$ cat src/rtl/debug_unit.sv
// debug_unit: host-facing control stage for the MIPS pipeline.
//   i_rx_data/i_rx_valid : host command/data bytes (LOAD, RUN, STEP, DUMP)
//   o_imem_*             : instruction memory write port, one word per LOAD_WRITE cycle
//   o_cpu_enable         : pipeline clock enable (RUN until halt drained, single STEP cycle)
//   i_flag_halt          : halt fetched; starts a HALT_DRAIN-cycle drain
//   i_latches            : pipeline latch snapshot, streamed out with the cycle count
//   o_tx_data/o_tx_valid/i_tx_ready : byte stream to host, MSB byte first
//   o_cant_clock, o_halted : enabled-cycle count and program-finished flag
module debug_unit #(
   parameter int unsigned LEN        = 32,
   parameter int unsigned NB_DATA    = 8,
   parameter int unsigned NB_LATCHES = 453,
   parameter int unsigned HALT_DRAIN = 4
) (
   input  logic                  i_clk,
   input  logic                  i_rst,
   input  logic [NB_DATA-1:0]    i_rx_data,
   input  logic                  i_rx_valid,
   output logic [NB_DATA-1:0]    o_tx_data,
   output logic                  o_tx_valid,
   input  logic                  i_tx_ready,
   output logic                  o_imem_wea,
   output logic [LEN-1:0]        o_imem_addr,
   output logic [LEN-1:0]        o_imem_data,
   output logic                  o_cpu_enable,
   input  logic                  i_flag_halt,
   input  logic [NB_LATCHES-1:0] i_latches,
   output logic [LEN-1:0]        o_cant_clock,
   output logic                  o_halted
);

   localparam int unsigned PayloadW     = ((NB_LATCHES + LEN + NB_DATA - 1) / NB_DATA) * NB_DATA;
   localparam int unsigned NBytes       = PayloadW / NB_DATA;
   localparam int unsigned TxCntW       = (NBytes > 1) ? $clog2(NBytes) : 1;
   localparam int unsigned BytesPerWord = LEN / NB_DATA;
   localparam int unsigned ByteCntW     = (BytesPerWord > 1) ? $clog2(BytesPerWord) : 1;
   localparam int unsigned DrainW       = (HALT_DRAIN > 0) ? $clog2(HALT_DRAIN + 1) : 1;

   localparam logic [NB_DATA-1:0] CmdLoad = NB_DATA'(1);
   localparam logic [NB_DATA-1:0] CmdRun  = NB_DATA'(2);
   localparam logic [NB_DATA-1:0] CmdStep = NB_DATA'(3);
   localparam logic [NB_DATA-1:0] CmdDump = NB_DATA'(4);

   typedef enum logic [2:0] {
      StIdle, StLoadCnt, StLoadBytes, StLoadWrite, StRun, StStep, StSnap, StSend
   } state_e;

   state_e                state_q, state_d;
   logic [NB_DATA-1:0]    n_words_q, n_words_d;
   logic [LEN-1:0]        word_idx_q, word_idx_d;
   logic [ByteCntW-1:0]   byte_cnt_q, byte_cnt_d;
   logic [LEN-1:0]        word_sr_q, word_sr_d;
   logic [LEN-1:0]        cant_q, cant_d;
   logic                  halted_q, halted_d;
   logic                  drain_act_q, drain_act_d;
   logic [DrainW-1:0]     drain_cnt_q, drain_cnt_d;
   logic [PayloadW-1:0]   payload_q, payload_d;
   logic [TxCntW-1:0]     tx_cnt_q, tx_cnt_d;
   logic                  cpu_en;
   logic                  drain_done;

   always_comb begin
      state_d     = state_q;
      n_words_d   = n_words_q;
      word_idx_d  = word_idx_q;
      byte_cnt_d  = byte_cnt_q;
      word_sr_d   = word_sr_q;
      cant_d      = cant_q;
      halted_d    = halted_q;
      drain_act_d = drain_act_q;
      drain_cnt_d = drain_cnt_q;
      payload_d   = payload_q;
      tx_cnt_d    = tx_cnt_q;
      o_imem_wea  = 1'b0;
      drain_done  = 1'b0;

      // RUN leaves as soon as the drain completes, so being in RUN/STEP means enabled.
      cpu_en = (state_q == StRun) || (state_q == StStep);

      // Halt is only observed in enabled cycles; once the drain starts it just counts.
      if (cpu_en) begin
         cant_d = cant_q + LEN'(1);
         if (!drain_act_q) begin
            if (i_flag_halt) begin
               drain_act_d = 1'b1;
               drain_cnt_d = '0;
               drain_done  = (HALT_DRAIN == 0);
            end
         end else begin
            drain_cnt_d = drain_cnt_q + DrainW'(1);
            drain_done  = (drain_cnt_d == DrainW'(HALT_DRAIN));
         end
         if (drain_done) halted_d = 1'b1;
      end

      unique case (state_q)
         StIdle: begin
            if (i_rx_valid) begin
               if (i_rx_data == CmdLoad) begin
                  halted_d    = 1'b0;
                  cant_d      = '0;
                  drain_act_d = 1'b0;
                  drain_cnt_d = '0;
                  state_d     = StLoadCnt;
               end else if (i_rx_data == CmdRun && !halted_q) begin
                  state_d = StRun;
               end else if (i_rx_data == CmdStep && !halted_q) begin
                  state_d = StStep;
               end else if (i_rx_data == CmdDump) begin
                  state_d = StSnap;
               end
            end
         end
         StLoadCnt: begin
            if (i_rx_valid) begin
               if (i_rx_data == '0) begin
                  state_d = StIdle;
               end else begin
                  n_words_d  = i_rx_data;
                  word_idx_d = '0;
                  byte_cnt_d = '0;
                  state_d    = StLoadBytes;
               end
            end
         end
         StLoadBytes: begin
            if (i_rx_valid) begin
               // Big-endian: first byte ends up in the top of the word.
               word_sr_d  = {word_sr_q[LEN-NB_DATA-1:0], i_rx_data};
               byte_cnt_d = byte_cnt_q + ByteCntW'(1);
               if (byte_cnt_q == ByteCntW'(BytesPerWord - 1)) state_d = StLoadWrite;
            end
         end
         StLoadWrite: begin
            o_imem_wea = 1'b1;
            word_idx_d = word_idx_q + LEN'(1);
            state_d    = (word_idx_d == LEN'(n_words_q)) ? StIdle : StLoadBytes;
         end
         StRun: begin
            if (drain_done) state_d = StSnap;
         end
         StStep: begin
            state_d = StSnap;
         end
         StSnap: begin
            payload_d = PayloadW'({i_latches, cant_q});
            tx_cnt_d  = '0;
            state_d   = StSend;
         end
         StSend: begin
            if (i_tx_ready) begin
               payload_d = payload_q << NB_DATA;
               tx_cnt_d  = tx_cnt_q + TxCntW'(1);
               if (tx_cnt_q == TxCntW'(NBytes - 1)) state_d = StIdle;
            end
         end
         default: state_d = StIdle;
      endcase
   end

   always_ff @(posedge i_clk or negedge i_rst) begin
      if (!i_rst) begin
         state_q     <= StIdle;
         n_words_q   <= '0;
         word_idx_q  <= '0;
         byte_cnt_q  <= '0;
         word_sr_q   <= '0;
         cant_q      <= '0;
         halted_q    <= 1'b0;
         drain_act_q <= 1'b0;
         drain_cnt_q <= '0;
         payload_q   <= '0;
         tx_cnt_q    <= '0;
      end else begin
         state_q     <= state_d;
         n_words_q   <= n_words_d;
         word_idx_q  <= word_idx_d;
         byte_cnt_q  <= byte_cnt_d;
         word_sr_q   <= word_sr_d;
         cant_q      <= cant_d;
         halted_q    <= halted_d;
         drain_act_q <= drain_act_d;
         drain_cnt_q <= drain_cnt_d;
         payload_q   <= payload_d;
         tx_cnt_q    <= tx_cnt_d;
      end
   end

   assign o_cpu_enable = cpu_en;
   assign o_imem_addr  = word_idx_q;
   assign o_imem_data  = word_sr_q;
   assign o_tx_valid   = (state_q == StSend);
   assign o_tx_data    = payload_q[PayloadW-1 -: NB_DATA];
   assign o_cant_clock = cant_q;
   assign o_halted     = halted_q;

endmodule

$ cat config.mk
export PLATFORM = sky130hd
export DESIGN_NAME = debug_unit
export DESIGN_NICKNAME = d
export VERILOG_FILES = /design/src/rtl/debug_unit.sv
export SDC_FILE = /design/constraint.sdc
export NUM_CORES = 1
export LEC_CHECK = 0
export ABC_AREA = 1
export CAP_MARGIN = 20
export CORE_UTILIZATION = 45
export CTS_BUF_LIST = sky130_fd_sc_hd__clkbuf_4 sky130_fd_sc_hd__clkbuf_8
export DETAILED_ROUTE_END_ITERATION = 10
export PLACE_DENSITY = 0.8
export SYNTH_ARGS = -nofsm -noshare
export SYNTH_HDL_FRONTEND = slang
export SYNTH_SLANG_ARGS = --single-unit
$ cat constraint.sdc
create_clock -name i_clk -period 2.75 [get_ports i_clk]
set_input_delay 0.55 -clock i_clk [delete_from_list [all_inputs] [get_ports i_clk]]
set_output_delay 0.55 -clock i_clk [all_outputs]
set_load 0.005 [all_outputs]
# [Word level (Yosys, flattened, before mapping)]
# Cells that the tools add are included.
[totals] regBits=608 input_bits=466 out_inout_bits=108 word_cells=106
[classes] addsub=5 eq_ne=24 muxes=50 bitwise_logic=1 reduce_logical=15
[ops] op="one-hot mux 488 bit (2 select lines)" count=1
[ops] op="two-way mux 488 bit" count=1
[ops] op="two-way mux 32 bit" count=6
[ops] op="adder 32 x 1 -> 32 bit (second input constant)" count=2
[ops] op="one-hot mux 32 bit (2 select lines)" count=1
[ops] op="two-way mux 3 bit" count=17
[ops] op="== test 32 x 8 -> 1 bit" count=1
[ops] op="one-hot mux 3 bit (8 select lines)" count=1
[ops] op="== test 8 x 2 -> 1 bit (second input constant)" count=2
[ops] op="== test 3 bit (second input constant)" count=5
[ops] op="two-way mux 1 bit" count=15
[ops] op="inequality test 2 bit (second input constant)" count=6
[ops] op="one-hot mux 6 bit (2 select lines)" count=1
[ops] op="two-way mux 2 bit" count=5
[ops] op="== test 8 x 1 -> 1 bit (second input constant)" count=1
[ops] op="== test 8 x 3 -> 1 bit (second input constant)" count=1
[ops] op="logical NOT 8 bit" count=1
[ops] op="AND reduction 8 bit" count=1
[ops] op="adder 6 x 1 -> 6 bit (second input constant)" count=1
[ops] op="== test 3 x 2 -> 1 bit (second input constant)" count=2
[ops] op="== test 6 bit (second input constant)" count=1
[ops] op="two-way mux 6 bit" count=1
[ops] op="AND reduction 3 bit" count=2
[ops] op="nonzero test 2 bit" count=3
[ops] op="14 further kinds" count=17

# [Longest topological paths before layout]
[logic_depth] depth_word=9 mapped_depth=16 ltp_nobuf=16

# [Least setup slack after synthesis]
# Ideal clock, no wire load.
[synth_timing] path_type="flip-flop to flip-flop" startpoint="register word_idx_q[0], in the netlist o_imem_addr[0]" endpoint="register state_q[1]" setup_ps=113 arrival_time_ps=1869 required_ps=2637 slack_ps=768 stages_incl_launch_ff=17 period_less_slack_ps=1982 path_cell_list="dfrtp_1 -> ha_1 -> nand2_1 -> nor2_2 -> nand2_1 -> nor2_2 -> nand2_1 -> nand2_1 -> nand2_1 -> nor2_1 -> nand2_1 -> nor2_1 -> nand3_1 -> nand2_1 -> nand3_1 -> nand2_1 -> inv_1"
[synth_between] elab_chain_cells=4
[synth_lines] element="from (decl)" line="50" text="logic [LEN-1:0] word_idx_q, word_idx_d;"
[synth_lines] element="from (signal assigned)" line="177" text="word_idx_q <= word_idx_d;"
[synth_lines] element="adder 32 x 1 -> 32 bit" line="136" text="word_idx_d = word_idx_q + LEN'(1);"
[synth_lines] element="== test 32 x 8 -> 1 bit" line="137" text="state_d = (word_idx_d == LEN'(n_words_q)) ? StIdle : StLoadBytes;"
[synth_lines] element="two-way mux 2 bit" line="137"
[synth_lines] element="one-hot mux 3 bit (8 select lines)" line="96" text="unique case (state_q)"
[synth_lines] element="to (signal assigned)" line="163" text="state_q <= StIdle;"
[synth_lines] element="to (signal assigned)" line="175" text="state_q <= state_d;"
[synth_lines] element="to (decl)" line="48" text="state_e state_q, state_d;"
# No other way between the ends.
# A chain may end at the register's enable or synchronous reset.

# [Worst setup path after layout]
[layout_timing] startpoint="register state_q[1]" endpoint="output o_tx_valid"
[layout_between] elab_chain_cells=1
[layout_lines] element="== test 3 bit" line="192" text="assign o_tx_valid = (state_q == StSend);"
[layout_lines] element="to (decl)" line="20" text="output logic o_tx_valid,"
# No other way between the ends.

==> impl_metrics.json <==
{
  "cp_cell_sequence": "nand2_1, nor2_4, clkdlybuf4s50_1",
  "worst-setup-path-type": "reg -> out",
  "synthToLayoutAreaGrowth_pct": 32.1,
  "netSwitchingFraction_pct": 38.3,
  "slew_headroom_pct": 43.5,
  "hpwlAfterDp_um": 61100,
  "yosys_warnings": 0,
  "overflow": 0,
  "rsz0062_at_grt": "false",
  "p_int_mw": 24.0,
  "mostFrequentLayoutCell": "nand2_1",
  "start_util_pct": 45.6,
  "r2r_start": "o_imem_addr[0]",
  "end_kind": "output pin",
  "clockPowerShare_pct": 22.9,
  "die_area_um2": 63600,
  "dr_total_vias": 26600,
  "ios": 574,
  "via_per_inst": 5.33,
  "synth_mux_area_share_pct": 0,
  "stdcell_count": 4997,
  "die_x_um": 252,
  "drv_slew": 0,
  "clock-sinks": 608,
  "grt_max_degree": 168,
  "p_sw_mw": 14.9,
  "synth-compound-area-share_pct": 12.5,
  "slowest_stage": "clkdlybuf4s50_1",
  "clk_path_buf_depth": 3,
  "cts_tree": "done",
  "finalSetupViolCount": 0,
  "routed_wl_um": 86700,
  "timing.fmax_ghz": 0.384,
  "worst-path-buf-inv": 1,
  "tns_ns": 0,
  "grt_first_pass_wirelength_um": 134000,
  "cap_violations": 0,
  "io_buffers": 573,
  "synth_nets": 4017,
  "status": "complete, no violations",
  "cpPeakStageDelay_ns": 0.60,
  "drt_iter0_drc": 2705,
  "fill_cells": 5224,
  "synthXorXnorAreaFrac_pct": 0.653,
  "nNetsFinal": 4533,
  "cts_root_buf": "clkbuf_8",
  "whs_ns": 0.284,
  "die_h_um": 252,
  "cp-start-kind": "register",
  "clk_latency_ns": 0.72,
  "worstPathArrival_ns": 2.06,
  "remaining_drc_errors": 0,
  "core-area_um2": 61700,
  "postSynthAreaPerCell_um2": 7.95,
  "drive_gt1_share_pct": 6.93,
  "synth_top_family_by_area": "simple AND/OR/NAND/NOR gates",
  "place_congestion": 0.917,
  "clkTransAtPathRegs_ns": 0.06,
  "synth-simple-area-share_pct": 27.3,
  "ys_types": 35,
  "wire_per_inst_um": 17.4,
  "drtAntennaViolNets": 0,
  "pwr-share-comb_pct": 36.9,
  "worstMarginPinSlew_ns": 0.848,
  "dp_cells": 4791,
  "skew_ns": 0.0336,
  "period_needed_ns": 2.61,
  "syn_inst": 3544,
  "mostFrequentLayoutCells": "nand2_1, dfrtp_1, nor2_1",
  "p_seq_share_pct": 40.2,
  "std_cell_rows": 91,
  "path_max_fanout": 4,
  "ys_ff_latch": 608,
  "hold_path.class": "in -> async",
  "hold_violations": 0,
  "seq_area_frac_synth_pct": 54.0,
  "synth_fa_ha_area_share_pct": 0.311,
  "power_density_nw_per_um2": 1050,
  "drt_first_pass_iters": 7,
  "critical_path_required_ns": 2.20,
  "track_usage_pct": 26.6,
  "syn_area_um2": 28200,
  "p_leak_nw": 16.1,
  "ir_drop_mv": 0.617,
  "antenna_found_initial": 21,
  "h-tree-depth": 3,
  "cpLargestDelayFamily": "buffers and inverters",
  "grt_pass1_vias": 25200,
  "cts_buffers": 102,
  "period_share_pct": 94.8,
  "startpoint": "state_q[1]"
}
[through the flow]
stage | setup slack [ns] | util (%) | area (um2) | total power [mW]
finish | 0.143 | 60.3 | 37200 | 38.9
CTS | 0.0653 | 60.2 | 37200 | 39.0
global placement | 0.293 | 56.5 | 34800 | 29.3
global route | 0.0210 | 60.3 | 37200 | 41.7
detailed placement | 0.237 | 56.5 | 34800 | 30.0
floorplan | 0.768 | - | 28200 | 24.8
[cell usage after synthesis, drive strengths merged]
cell | instances | area, um2
a211oi | 1 | 7.51
a21o | 1 | 7.51
a21oi | 16 | 80.1
a22o | 2 | 17.5
a31oi | 479 | 3000
buf | 112 | 581
clkbuf | 126 | 473
dfrtp | 608 | 15200
ha | 7 | 87.6
inv | 108 | 405
nand2 | 1297 | 4880
nand3 | 57 | 285
nand3b | 6 | 45.0
nand4 | 10 | 62.6
nor2 | 592 | 2280
nor3 | 18 | 106
nor3b | 2 | 15.0
nor4 | 2 | 12.5
o21ai | 68 | 340
o221a | 1 | 11.3
o221ai | 1 | 8.76
o22ai | 8 | 50.1
or2 | 1 | 6.26
xnor2 | 2 | 17.5
xor2 | 19 | 166
[registers in the layout, indices dropped and copies added, names as in the netlist]
name	count
byte_cnt_q	2
drain_act_q	1
drain_cnt_q	3
n_words_q	8
o_cant_clock	32
o_halted	1
o_imem_addr	32
o_imem_data	32
payload_q	488
state_q	3
tx_cnt_q	6
[worst paths after layout]
check / endpoint / slack, ns / cells past startpoint
min in group i_clk: payload_q[62] / 0.39 / 3
setup reg to reg: state_q[1] / 0.21 / 16
setup / recovery: o_tx_valid / 0.14 / 3
max in group asynchronous: payload_q[393] / 1.47 / 4
hold / removal: payload_q[116] / 0.28 / 2
hold reg to reg: o_imem_data[25] / 0.47 / 2
[area by class of cell]
cell class	count	area (um2)	area share, %
Antenna cell	19	47.5	0.128
Clock buffer	165	2050	5.51
Clock inverter	20	240	0.646
Inverter	108	413	1.11
Multi-Input combinational cell	2590	11500	30.9
Sequential cell	608	15200	40.9
Tap cell	837	1050	2.81
Timing Repair Buffer	650	6680	18.0
[what timing repair did]
action                                  4_1_cts  5_1_grt
hold buffers                                  1        0
endpoints found under the setup margin        2        1
buffers inserted                              1        0
hold endpoints to repair                     42        0
pin swaps                                     1        0
gates resized for setup                       3        1
[power by group through the flow]
stage / logic [mW] / registers (mW) / clock network, mW
global route: 16.2 / 16.1 / 9.46
floorplan: 9.87 / 14.9 / 0
global placement: 13.8 / 15.5 / 0
detailed placement: 14.3 / 15.7 / 0
CTS: 14.4 / 15.6 / 9.09
finish: 14.4 / 15.6 / 8.91
[logic make-up (layout without fill, tap and decap cells)]
kind of cell / after synthesis / count (layout)
AOI/OAI and AO/OA: 577 / 577
adders and majority gates: 7 / 7
buffers and inverters: 346 / 943
DFF: 608 / 608
and+or+nand+nor: 1985 / 1985
xor gates and xnor gates: 21 / 21
other: 0 / 19
[routing by layer]
metal	global-route usage [%]	up-vias	share of wire [%]
li1	-	12700	-
met4	13.0	8	4.1
met2	41.0	1071	46
met3	5.22	209	7.4
met5	0	-	0.063
met1	36.2	12700	42
Power figures use the tool's default switching activity.
